<file path="src/rtl/csa_acc_pkg.sv">
// csa_acc_pkg: shared state encoding and sizing helpers for the carry-save accumulator
package csa_acc_pkg;
  typedef enum logic [1:0] {ACCUM, RESOLVE, OUTPUT} csa_acc_state_t;
  function automatic int nch(input int acc_w, input int cpa_w);
    return acc_w / cpa_w;
  endfunction
  function automatic int idx_w(input int n);
    return n > 1 ? $clog2(n) : 1;
  endfunction
endpackage

</file>
<file path="src/rtl/csa_accumulator_if.sv">
// csa_accumulator_if: operand stream in, resolved result stream out
//   in_valid/in_ready/in_a/in_b/in_last/clr : operand pairs and group control
//   out_valid/out_ready/out_sum/out_terms    : resolved result and beat count
//   out_ovf                                  : sticky overflow (CSA_ACC_OVF_EN only)
interface csa_accumulator_if #(parameter int BW = 8, parameter int ACC_W = 16, parameter int CNT_W = 8);
  logic in_valid, in_ready, in_last, clr, out_valid, out_ready;
  logic [BW-1:0] in_a, in_b;
  logic [ACC_W-1:0] out_sum;
  logic [CNT_W-1:0] out_terms;
`ifdef CSA_ACC_OVF_EN
  logic out_ovf;
`endif
  modport master (
    output in_valid, in_a, in_b, in_last, clr, out_ready,
    input  in_ready, out_valid, out_sum, out_terms
`ifdef CSA_ACC_OVF_EN
    , input out_ovf
`endif
  );
  modport slave (
    input  in_valid, in_a, in_b, in_last, clr, out_ready,
    output in_ready, out_valid, out_sum, out_terms
`ifdef CSA_ACC_OVF_EN
    , output out_ovf
`endif
  );
endinterface

</file>
<file path="src/rtl/csa_4to2.sv">
// csa_4to2: two full-adder rows folding a and b into a redundant sum/carry pair
//   s_in, c_in : current redundant pair
//   a, b       : new addends
//   s_out      : next sum word
//   c_out      : next carry word, already shifted into weight position
//   co         : carries pushed past bit W-1 by level 2 and level 1
module csa_4to2 #(parameter int W = 16) (
  input  logic [W-1:0] s_in,
  input  logic [W-1:0] c_in,
  input  logic [W-1:0] a,
  input  logic [W-1:0] b,
  output logic [W-1:0] s_out,
  output logic [W-1:0] c_out,
  output logic [1:0]   co
);
  logic [W-1:0] s1, c1, c1_sh, c2;
  assign c1_sh = {c1[W-2:0], 1'b0};
  for (genvar i = 0; i < W; i++) begin : g_bit
    full_adder u_l1 (.a(s_in[i]), .b(c_in[i]),  .ci(a[i]), .s(s1[i]),    .co(c1[i]));
    full_adder u_l2 (.a(s1[i]),   .b(c1_sh[i]), .ci(b[i]), .s(s_out[i]), .co(c2[i]));
  end
  assign c_out = {c2[W-2:0], 1'b0};
  assign co    = {c2[W-1], c1[W-1]};
endmodule

</file>
<file path="src/rtl/full_adder.sv">
// full_adder: one-bit full adder
//   a, b, ci : addend bits and carry in
//   s, co    : sum and carry out
module full_adder (
  input  logic a,
  input  logic b,
  input  logic ci,
  output logic s,
  output logic co
);
  assign s  = a ^ b ^ ci;
  assign co = (a & b) | (ci & (a ^ b));
endmodule

</file>
<file path="src/rtl/csa_accumulator.sv">
// csa_accumulator: carry-save accumulation of operand pairs with chunked carry-propagate resolve
//   clk, rst_n : clock and asynchronous active-low reset
//   bus        : slave side of csa_accumulator_if (operand stream in, result stream out)
//   Define CSA_ACC_OVF_EN to add the sticky out_ovf flag.
module csa_accumulator
  import csa_acc_pkg::*;
#(
  parameter int BW    = 8,
  parameter int ACC_W = 16,
  parameter int CPA_W = 4,
  parameter int CNT_W = 8
) (
  input logic clk,
  input logic rst_n,
  csa_accumulator_if.slave bus
);
  localparam int N  = nch(ACC_W, CPA_W);
  localparam int KW = idx_w(N);
  if (ACC_W < BW || ACC_W % CPA_W != 0) begin : g_bad_cfg
    $error("csa_accumulator: ACC_W must be >= BW and a multiple of CPA_W");
  end
  csa_acc_state_t state;
  logic [ACC_W-1:0] s_q, c_q, s_d, c_d, res, sum_q;
  logic [CNT_W-1:0] term_cnt;
  logic [KW-1:0] k;
  logic [CPA_W:0] chunk;
  logic [1:0] co;
  logic cy, rdy, vld, last_chunk, hs;
  csa_4to2 #(.W(ACC_W)) u_csa (
    .s_in(s_q), .c_in(c_q), .a(ACC_W'(bus.in_a)), .b(ACC_W'(bus.in_b)),
    .s_out(s_d), .c_out(c_d), .co(co)
  );
  assign chunk      = {1'b0, s_q[k*CPA_W +: CPA_W]} + {1'b0, c_q[k*CPA_W +: CPA_W]} + (CPA_W+1)'(cy);
  assign last_chunk = k == KW'(N - 1);
  assign hs         = vld && bus.out_ready;
  always_ff @(posedge clk or negedge rst_n) begin
    if (!rst_n) begin
      state    <= ACCUM;
      s_q      <= '0;
      c_q      <= '0;
      term_cnt <= '0;
      k        <= '0;
      cy       <= 1'b0;
      res      <= '0;
      sum_q    <= '0;
      rdy      <= 1'b1;
      vld      <= 1'b0;
    end else begin
      case (state)
        ACCUM: begin
          if (bus.clr) begin
            s_q      <= '0;
            c_q      <= '0;
            term_cnt <= '0;
          end else if (bus.in_valid) begin
            s_q      <= s_d;
            c_q      <= c_d;
            term_cnt <= term_cnt + CNT_W'(term_cnt != '1);
            if (bus.in_last) begin
              state <= RESOLVE;
              rdy   <= 1'b0;
            end
          end
        end
        RESOLVE: begin
          res[k*CPA_W +: CPA_W] <= chunk[CPA_W-1:0];
          cy <= chunk[CPA_W];
          k  <= last_chunk ? '0 : k + 1'b1;
          if (last_chunk) state <= OUTPUT;
        end
        OUTPUT: begin
          // out_valid lags entry into OUTPUT by one cycle so out_sum is a clean register copy
          if (hs) begin
            state    <= ACCUM;
            rdy      <= 1'b1;
            vld      <= 1'b0;
            s_q      <= '0;
            c_q      <= '0;
            term_cnt <= '0;
            cy       <= 1'b0;
          end else begin
            vld   <= 1'b1;
            sum_q <= res;
          end
        end
        default: state <= ACCUM;
      endcase
    end
  end
  assign bus.in_ready  = rdy;
  assign bus.out_valid = vld;
  assign bus.out_sum   = sum_q;
  assign bus.out_terms = term_cnt;
`ifdef CSA_ACC_OVF_EN
  logic ovf;
  always_ff @(posedge clk or negedge rst_n) begin
    if (!rst_n) ovf <= 1'b0;
    else if ((state == ACCUM && bus.clr) || hs) ovf <= 1'b0;
    else if (state == ACCUM && bus.in_valid) ovf <= ovf | (|co);
    else if (state == RESOLVE && last_chunk) ovf <= ovf | chunk[CPA_W];
  end
  assign bus.out_ovf = ovf;
`else
  logic unused_co;
  assign unused_co = ^co;
`endif
endmodule

</file>
<file path="src/flat_wrapper.sv">
// flat-port wrapper written by rule: the top's interface ports become plain ports
module csa_accumulator_flat import csa_acc_pkg::*;
#(
  parameter int BW    = 8,
  parameter int ACC_W = 16,
  parameter int CPA_W = 4,
  parameter int CNT_W = 8
)
  (clk, rst_n, bus_in_valid, bus_in_a, bus_in_b, bus_in_last, bus_clr, bus_out_ready, bus_in_ready, bus_out_valid, bus_out_sum, bus_out_terms);
  csa_accumulator_if #(.BW(BW), .ACC_W(ACC_W), .CNT_W(CNT_W)) bus_i ();
  input logic clk;
  input logic rst_n;
  input wire logic [$bits(bus_i.in_valid)-1:0] bus_in_valid;
  input wire logic [$bits(bus_i.in_a)-1:0] bus_in_a;
  input wire logic [$bits(bus_i.in_b)-1:0] bus_in_b;
  input wire logic [$bits(bus_i.in_last)-1:0] bus_in_last;
  input wire logic [$bits(bus_i.clr)-1:0] bus_clr;
  input wire logic [$bits(bus_i.out_ready)-1:0] bus_out_ready;
  output wire logic [$bits(bus_i.in_ready)-1:0] bus_in_ready;
  output wire logic [$bits(bus_i.out_valid)-1:0] bus_out_valid;
  output wire logic [$bits(bus_i.out_sum)-1:0] bus_out_sum;
  output wire logic [$bits(bus_i.out_terms)-1:0] bus_out_terms;
  assign bus_i.in_valid = bus_in_valid;
  assign bus_i.in_a = bus_in_a;
  assign bus_i.in_b = bus_in_b;
  assign bus_i.in_last = bus_in_last;
  assign bus_i.clr = bus_clr;
  assign bus_i.out_ready = bus_out_ready;
  assign bus_in_ready = bus_i.in_ready;
  assign bus_out_valid = bus_i.out_valid;
  assign bus_out_sum = bus_i.out_sum;
  assign bus_out_terms = bus_i.out_terms;
  csa_accumulator #(.BW(BW), .ACC_W(ACC_W), .CPA_W(CPA_W), .CNT_W(CNT_W)) u_core (.clk(clk), .rst_n(rst_n), .bus(bus_i));
endmodule
</file>
<file path="config.mk">
export PLATFORM = sky130hd
export DESIGN_NAME = csa_accumulator_flat
export DESIGN_NICKNAME = d
export VERILOG_FILES = /design/src/rtl/csa_acc_pkg.sv /design/src/rtl/csa_accumulator_if.sv /design/src/rtl/csa_4to2.sv /design/src/rtl/full_adder.sv /design/src/rtl/csa_accumulator.sv /design/src/flat_wrapper.sv
export SDC_FILE = /design/constraint.sdc
export NUM_CORES = 1
export LEC_CHECK = 0
export CELL_PAD_IN_SITES_DETAIL_PLACEMENT = 2
export CELL_PAD_IN_SITES_GLOBAL_PLACEMENT = 2
export CORE_ASPECT_RATIO = 0.8
export CORE_MARGIN = 3
export CORE_UTILIZATION = 42
export DETAILED_ROUTE_END_ITERATION = 10
export DONT_BUFFER_PORTS = 1
export PLACE_DENSITY_LB_ADDON = 0.1
export SLEW_MARGIN = 5
export SYNTH_ARGS = -nofsm -noshare
export SYNTH_HDL_FRONTEND = slang
export SYNTH_SLANG_ARGS = --single-unit
</file>
<file path="constraint.sdc">
create_clock -name clk -period 2.5 [get_ports clk]
set_input_delay 0.25 -clock clk [delete_from_list [all_inputs] [get_ports clk]]
set_output_delay 0.25 -clock clk [all_outputs]
set_load 0.02 [all_outputs]
</file>
==> flow_summary.json, run 1 <==
{
  "synth_edf_count": 0,
  "async_reset_ff_share_pct": 100,
  "max_slew.worst_pin.slew_ps": 806,
  "required_ps": 2740,
  "clkTransAtPathRegs_ps": 70,
  "crit_path_start_kind": "flop",
  "clk_path_buf_depth": 2,
  "drt_iter0_markers": 117,
  "placed_area_mm2": 0.00435,
  "fillCellCount": 968,
  "fin_skew_ps": 7.23,
  "grt.overflow.total": 0,
  "firstDrtPassIters": 4,
  "multi_input_area_mm2": 0.00212,
  "path_delay_family": "adder cells",
  "grt_max_degree": 79,
  "final_area_mm2": 0.00469,
  "slowest_delay_ps": 530,
  "insertion_delay_ps": 340,
  "synth_flop_cell": "dfrtp_1",
  "io_pins": 48,
  "hold_path_depth": 3,
  "dpl.hpwl_mm": 7.40,
  "synth_cell_type_count": 43,
  "power_leakage_nw": 2.37,
  "netlist_instances": 369,
  "place.gp.congestion": 0.766,
  "outcome": "completed",
  "synth_area_mm2": 0.00422,
  "hold_path_startpoint": "bus_clr",
  "portBuffers": 0,
  "fmax_mhz": 421,
  "grt_first_pass_wirelength_mm": 17.3,
  "synth_area_leaders": "dfrtp_1 (46%), ha_1 (8.0%), nand2_1 (7.7%)",
  "critPathBufInv": 0,
  "antenna_found_initial": 0,
  "post-cts-setup-buffer-count": 0,
  "crit_arrival_ps": 2610,
  "critPathKind": "flop to flop",
  "period_minus_slack_ps": 2380,
  "die_area_mm2": 0.0113,
  "hold_class": "primary input to flop",
  "path_cells": "mux4_2, fa_1, fa_1, xnor2_2, o31ai_1",
  "synth_top_cell_area_share_pct": 45.7,
  "ys_ff_latch": 78,
  "register_area_mm2": 0.00195,
  "areaGrowthSynthToFinish_pct": 11.2,
  "cp_slowest_cell": "mux4_2",
  "rr_worst_depth": 5,
  "power_density_mw_per_mm2": 1200,
  "vdd_ir_drop_max_v": 0.000502,
  "ant_nets": 0,
  "post-place-ws_ps": -20.0,
  "cts_buffers": 9,
  "period_share_pct": 95.0,
  "h-tree-depth": 3,
  "end_kind": "flop",
  "die_x_um": 118,
  "worst_slack_ps": 125,
  "drive_above_1_share_pct": 16.5,
  "r2r_start": "u_core.k[0]$_DFFE_PN0P_",
  "viasPerCell": 5.47,
  "cp_max_fo": 6,
  "vias": 2826,
  "rrSetupSlack_ps": 120,
  "max-cap-violations": 0,
  "clock-sinks": 78,
  "power.total_mw": 5.63,
  "rsz0062_at_grt": "false",
  "avgSynthCellArea_um2": 11.4,
  "slew_violations": 0,
  "hold-path-endpoint": "u_core.bus.out_terms[0]$_DFFE_PN0P_",
  "hold_violations": 0,
  "drc": 0,
  "design.core.area_mm2": 0.00973,
  "finalWirelength_mm": 10.5,
  "nets": 441,
  "die_h_um": 95.6,
  "cpMostUsedCell": "fa_1",
  "slew_headroom_pct": 46.3,
  "rows": 32,
  "synth_nets": 434,
  "reg2reg_to": "u_core.res[6]$_DFFE_PN0P_",
  "diodes": 0,
  "setup_violations": 0,
  "routedWlPerCell_um": 20.2,
  "yosys.area.top_type": "dfrtp_1",
  "root_buffer": "clkbuf_16",
  "grt_pass1_vias": 3114,
  "grt.total_usage_pct": 19.9,
  "start_util_pct": 43.3,
  "cts_tree": "yes",
  "ys_seq_area_share_pct": 46.3,
  "yosysWarningCount": 0
}
[power breakdown]
part | internal (mW) | switching [mW]
Sequential | 1.65 | 0.543
Combinational | 0.958 | 1.23
Clock | 0.685 | 0.566
Total | 3.29 | 2.34
[worst register-to-register path: cells and delay by family (launching register included)]
family,cells,cell delay [ps]
muxes,1,530
xor gates and xnor gates,1,190
adders and majority gates,2,850
DFF,1,430
AOI/OAI and AO/OA,1,270
[placed cells by master (no fill, tap or decap), types with 2 or more instances in the layout]
cell           instances
a21o_1                 2
a21oi_1                5
a22o_1                12
a31oi_1                5
and4_1                 3
buf_4                 12
clkbuf_16              9
clkinvlp_4             3
dfrtp_1               76
dlygate4sd3_1          2
fa_1                  16
ha_1                  27
inv_1                  6
inv_6                  3
mux2_2                 8
mux2_4                 9
mux4_2                 7
nand2_1               87
nand3_1               35
nor2_1                10
nor2b_1                2
nor3_1                 3
o21ai_0               10
o31ai_1                4
o41ai_1                2
[what timing repair did]
| action | 4_1_cts | 5_1_grt |
|---|---|---|
| hold buffers | 2 | 1 |
| endpoints found under the setup margin | 3 | 4 |
| gates resized for setup | 1 | 1 |
| endpoints found under the hold margin | 78 | 2 |
[worst max path at each step]
stage,to,depth (start not counted),slack [ps],from
final,u_core.res[6]$_DFFE_PN0P_,5,120,u_core.k[0]$_DFFE_PN0P_
after global routing,u_core.res[14]$_DFFE_PN0P_,5,30,u_core.k[0]$_DFFE_PN0P_
after CTS,u_core.res[6]$_DFFE_PN0P_,5,40,u_core.k[0]$_DFFE_PN0P_
after detailed placement,u_core.res[6]$_DFFE_PN0P_,5,-20,u_core.k[0]$_DFFE_PN0P_
after global placement,u_core.res[6]$_DFFE_PN0P_,5,80,u_core.k[0]$_DFFE_PN0P_
after floorplan,u_core.res[10]$_DFFE_PN0P_,5,220,u_core.k[0]$_DFFE_PN0P_
[cell usage after synthesis (all sizes together), types with 3 or more instances]
cell and count:
a21oi 5, a22o 12, a31oi 5, and4 3
buf 15, clkbuf 4, dfrtp 77, fa 16
ha 27, inv 6, mux2 17, mux4 7
nand2 88, nand3 35, nor2 12, nor2b 3
nor3 3, o21ai 10, o31ai 5
[per-layer routing]
| metal | track usage [%] | vias up | routed length [um] |
|---|---|---|---|
| met3 | 4.74 | 9 | 315 |
| met5 | 0 | - | 0 |
| met1 | 28.4 | 1477 | 5290 |
| met2 | 30.7 | 39 | 4740 |
| li1 | - | 1301 | - |
| met4 | 4.98 | 0 | 102 |
[cell families (layout without fill, tap and decap cells)]
logic type | Yosys count | after routing | share of synthesized area (%)
XOR/XNOR | 3 | 3 | 0.623
buffers and inverters | 25 | 37 | 3.50
flip-flops | 78 | 78 | 46.3
adder cells (fa/ha/maj) | 43 | 43 | 15.6
AND/OR/NAND/NOR | 150 | 150 | 16.8
multiplexers | 25 | 25 | 9.32
AO/OA/AOI/OAI | 45 | 45 | 7.80
[area by class of cell]
type | instances | area share (%)
Clock buffer | 9 | 4.80
Inverter | 6 | 0.480
Multi-Input combinational cell | 266 | 45.3
Tap cell | 136 | 3.63
Clock inverter | 7 | 1.23
Timing Repair Buffer | 15 | 2.93
Sequential cell | 78 | 41.7
[stage by stage]
step	util (%)	TNS [ps]	hold slack [ps]	cells
after floorplan	-	0	-45.6	369
after detailed placement	44.7	-35.8	-43.7	498
after global routing	48.2	0	109	517
after CTS	48.1	0	5.30	516
final	48.2	0	104	517
after global placement	44.7	0	-43.7	498
[registers in the layout, indices dropped and copies added (netlist names), 2 cells and up]
| signal | count |
|---|---|
| u_core.bus.out_sum | 16 |
| u_core.res | 16 |
| u_core.s_q | 16 |
| u_core.c_q | 15 |
| u_core.bus.out_terms | 8 |
| u_core.k | 2 |
| u_core.state | 2 |
No activity file was read; power rests on OpenSTA's default activity.
==> run 2, diff against run 1 <==
- MAX_ROUTING_LAYER: default -> met4
==> run 2 against run 1 <==
Against the previous run: sequential share of layout area did not move; core utilization is the same; first-iteration DRC count grew 7.7%; total power is essentially flat; register-to-register slack about the same; wire length grew 0.42%; global-route usage is 0.60 points higher; flip-flop and latch count is the same.
==> flow_summary.json, run 2 (same netlist as run 1, synthesis figures left out) <==
{
  "rows": 32,
  "power_leakage_nw": 2.37,
  "place.gp.congestion": 0.777,
  "drt_iter0_markers": 126,
  "post-cts-setup-buffer-count": 0,
  "rrSetupSlack_ps": 120,
  "placed_cells": 498,
  "fmax_mhz": 421,
  "start_util_pct": 43.3,
  "die_h_um": 95.6,
  "rsz0062_at_grt": "false",
  "slew_violations": 0,
  "grt_max_degree": 79,
  "reg2reg_to": "u_core.res[6]$_DFFE_PN0P_",
  "drc": 0,
  "grt.total_usage_pct": 20.5,
  "hold_slack_ps": 103,
  "vdd_ir_drop_max_v": 0.000505,
  "most-common-layout-cells": "nand2_1 (87), dfrtp_1 (76), nand3_1 (35)",
  "root_buffer": "clkbuf_16",
  "die_area_mm2": 0.0113,
  "insertion_delay_ps": 340,
  "grt_first_pass_wirelength_mm": 17.3,
  "cts_tree": "yes",
  "grt_pass1_vias": 3118,
  "critPathBufInv": 0,
  "rr_worst_depth": 5,
  "fin_skew_ps": 6.79,
  "power_density_mw_per_mm2": 1200,
  "design.core.area_mm2": 0.00973,
  "final_area_mm2": 0.00469,
  "firstDrtPassIters": 4,
  "hold_class": "primary input to flop",
  "drive_above_1_share_pct": 16.5,
  "clock-sinks": 78,
  "hold_path_startpoint": "bus_clr",
  "finalWirelength_mm": 10.5,
  "power.total_mw": 5.63,
  "stdcell_count": 517,
  "clkTransAtPathRegs_ps": 70,
  "crit_path_start_kind": "flop",
  "path_delay_family": "adder cells",
  "hold_path_depth": 3,
  "slowest_delay_ps": 530,
  "vias": 2839,
  "routedWlPerCell_um": 20.3,
  "top_usage_layer": "met2",
  "h-tree-depth": 3,
  "critPathKind": "flop to flop",
  "max_slew.worst_pin.slew_ps": 794,
  "io_pins": 48,
  "ant_nets": 0,
  "path_cells": "mux4_2, fa_1, fa_1, xnor2_2, o31ai_1",
  "hold-path-endpoint": "u_core.bus.out_terms[0]$_DFFE_PN0P_",
  "slew_headroom_pct": 47.0,
  "hold_violations": 0,
  "r2r_start": "u_core.k[0]$_DFFE_PN0P_",
  "period_share_pct": 95.1,
  "cp_max_fo": 6,
  "die_x_um": 118,
  "grt.overflow.total": 0,
  "clk_path_buf_depth": 2,
  "mostFrequentLayoutCell": "nand2_1",
  "antenna_found_initial": 0,
  "placed_area_mm2": 0.00435,
  "portBuffers": 0,
  "met3_usage_pct": 4.74,
  "setup_violations": 0,
  "use_met1_pct": 28.4,
  "cts_buffers": 9,
  "outcome": "completed",
  "areaGrowthSynthToFinish_pct": 11.2,
  "cp_slowest_cell": "mux4_2",
  "crit_arrival_ps": 2610,
  "cpMostUsedCell": "fa_1",
  "required_ps": 2740,
  "end_kind": "flop",
  "viasPerCell": 5.49,
  "grt_use_met2_pct": 30.6,
  "period_minus_slack_ps": 2380,
  "diodes": 0,
  "dpl.hpwl_mm": 7.40,
  "nets": 441,
  "max-cap-violations": 0
}
-- run 2: cell type report --
type	instances	area, um^2
repair buffers	15	138
clock buffers	9	225
inverters	6	22.5
well taps	136	170
flip-flops and latches	78	1950
clock inverters	7	57.6
fillers	968	5040
multi-input cells	266	2120
-- run 2: report_power, final --
group / switching, mW / total, mW / internal [mW]
clock: 0.568 / 1.25 / 0.685
combinational: 1.23 / 2.19 / 0.957
sequential: 0.543 / 2.19 / 1.65
total: 2.34 / 5.63 / 3.29
-- run 2: per-stage QoR --
stage	setup WS, ps	utilization (%)	TNS, ps
after floorplan	222	-	0
after global placement	75.8	44.7	0
after detailed placement	-20.0	44.7	-35.8
after CTS	41.8	48.1	0
after global routing	34.5	48.2	0
final	123	48.2	0
-- run 2: per-layer routing --
layer / vias up / routed length (um)
met1: 1483 / 5300
li1: 1301 / -
met2: 45 / 4760
met5: - / 0
met3: 10 / 336
met4: 0 / 103
-- run 2: worst max-delay path by stage --
stage | start | endpoint | depth (start not counted)
2_1_floorplan | u_core.k[0]$_DFFE_PN0P_ | u_core.res[10]$_DFFE_PN0P_ | 5
3_3_place_gp | u_core.k[0]$_DFFE_PN0P_ | u_core.res[6]$_DFFE_PN0P_ | 5
3_5_place_dp | u_core.k[0]$_DFFE_PN0P_ | u_core.res[6]$_DFFE_PN0P_ | 5
4_1_cts | u_core.k[0]$_DFFE_PN0P_ | u_core.res[6]$_DFFE_PN0P_ | 5
5_1_grt | u_core.k[0]$_DFFE_PN0P_ | u_core.res[14]$_DFFE_PN0P_ | 5
6_report | u_core.k[0]$_DFFE_PN0P_ | u_core.res[6]$_DFFE_PN0P_ | 5
-- run 2: what timing repair did --
item,4_1_cts,5_1_grt
setup endpoints to repair,3,4
hold buffers,2,1
resized for setup,1,1
endpoints found under the hold margin,78,2
-- run 2: tightest hold or removal path: stages --
cell	delay, ps
nor2_4	40
nand3_1	70
nand2_1	50
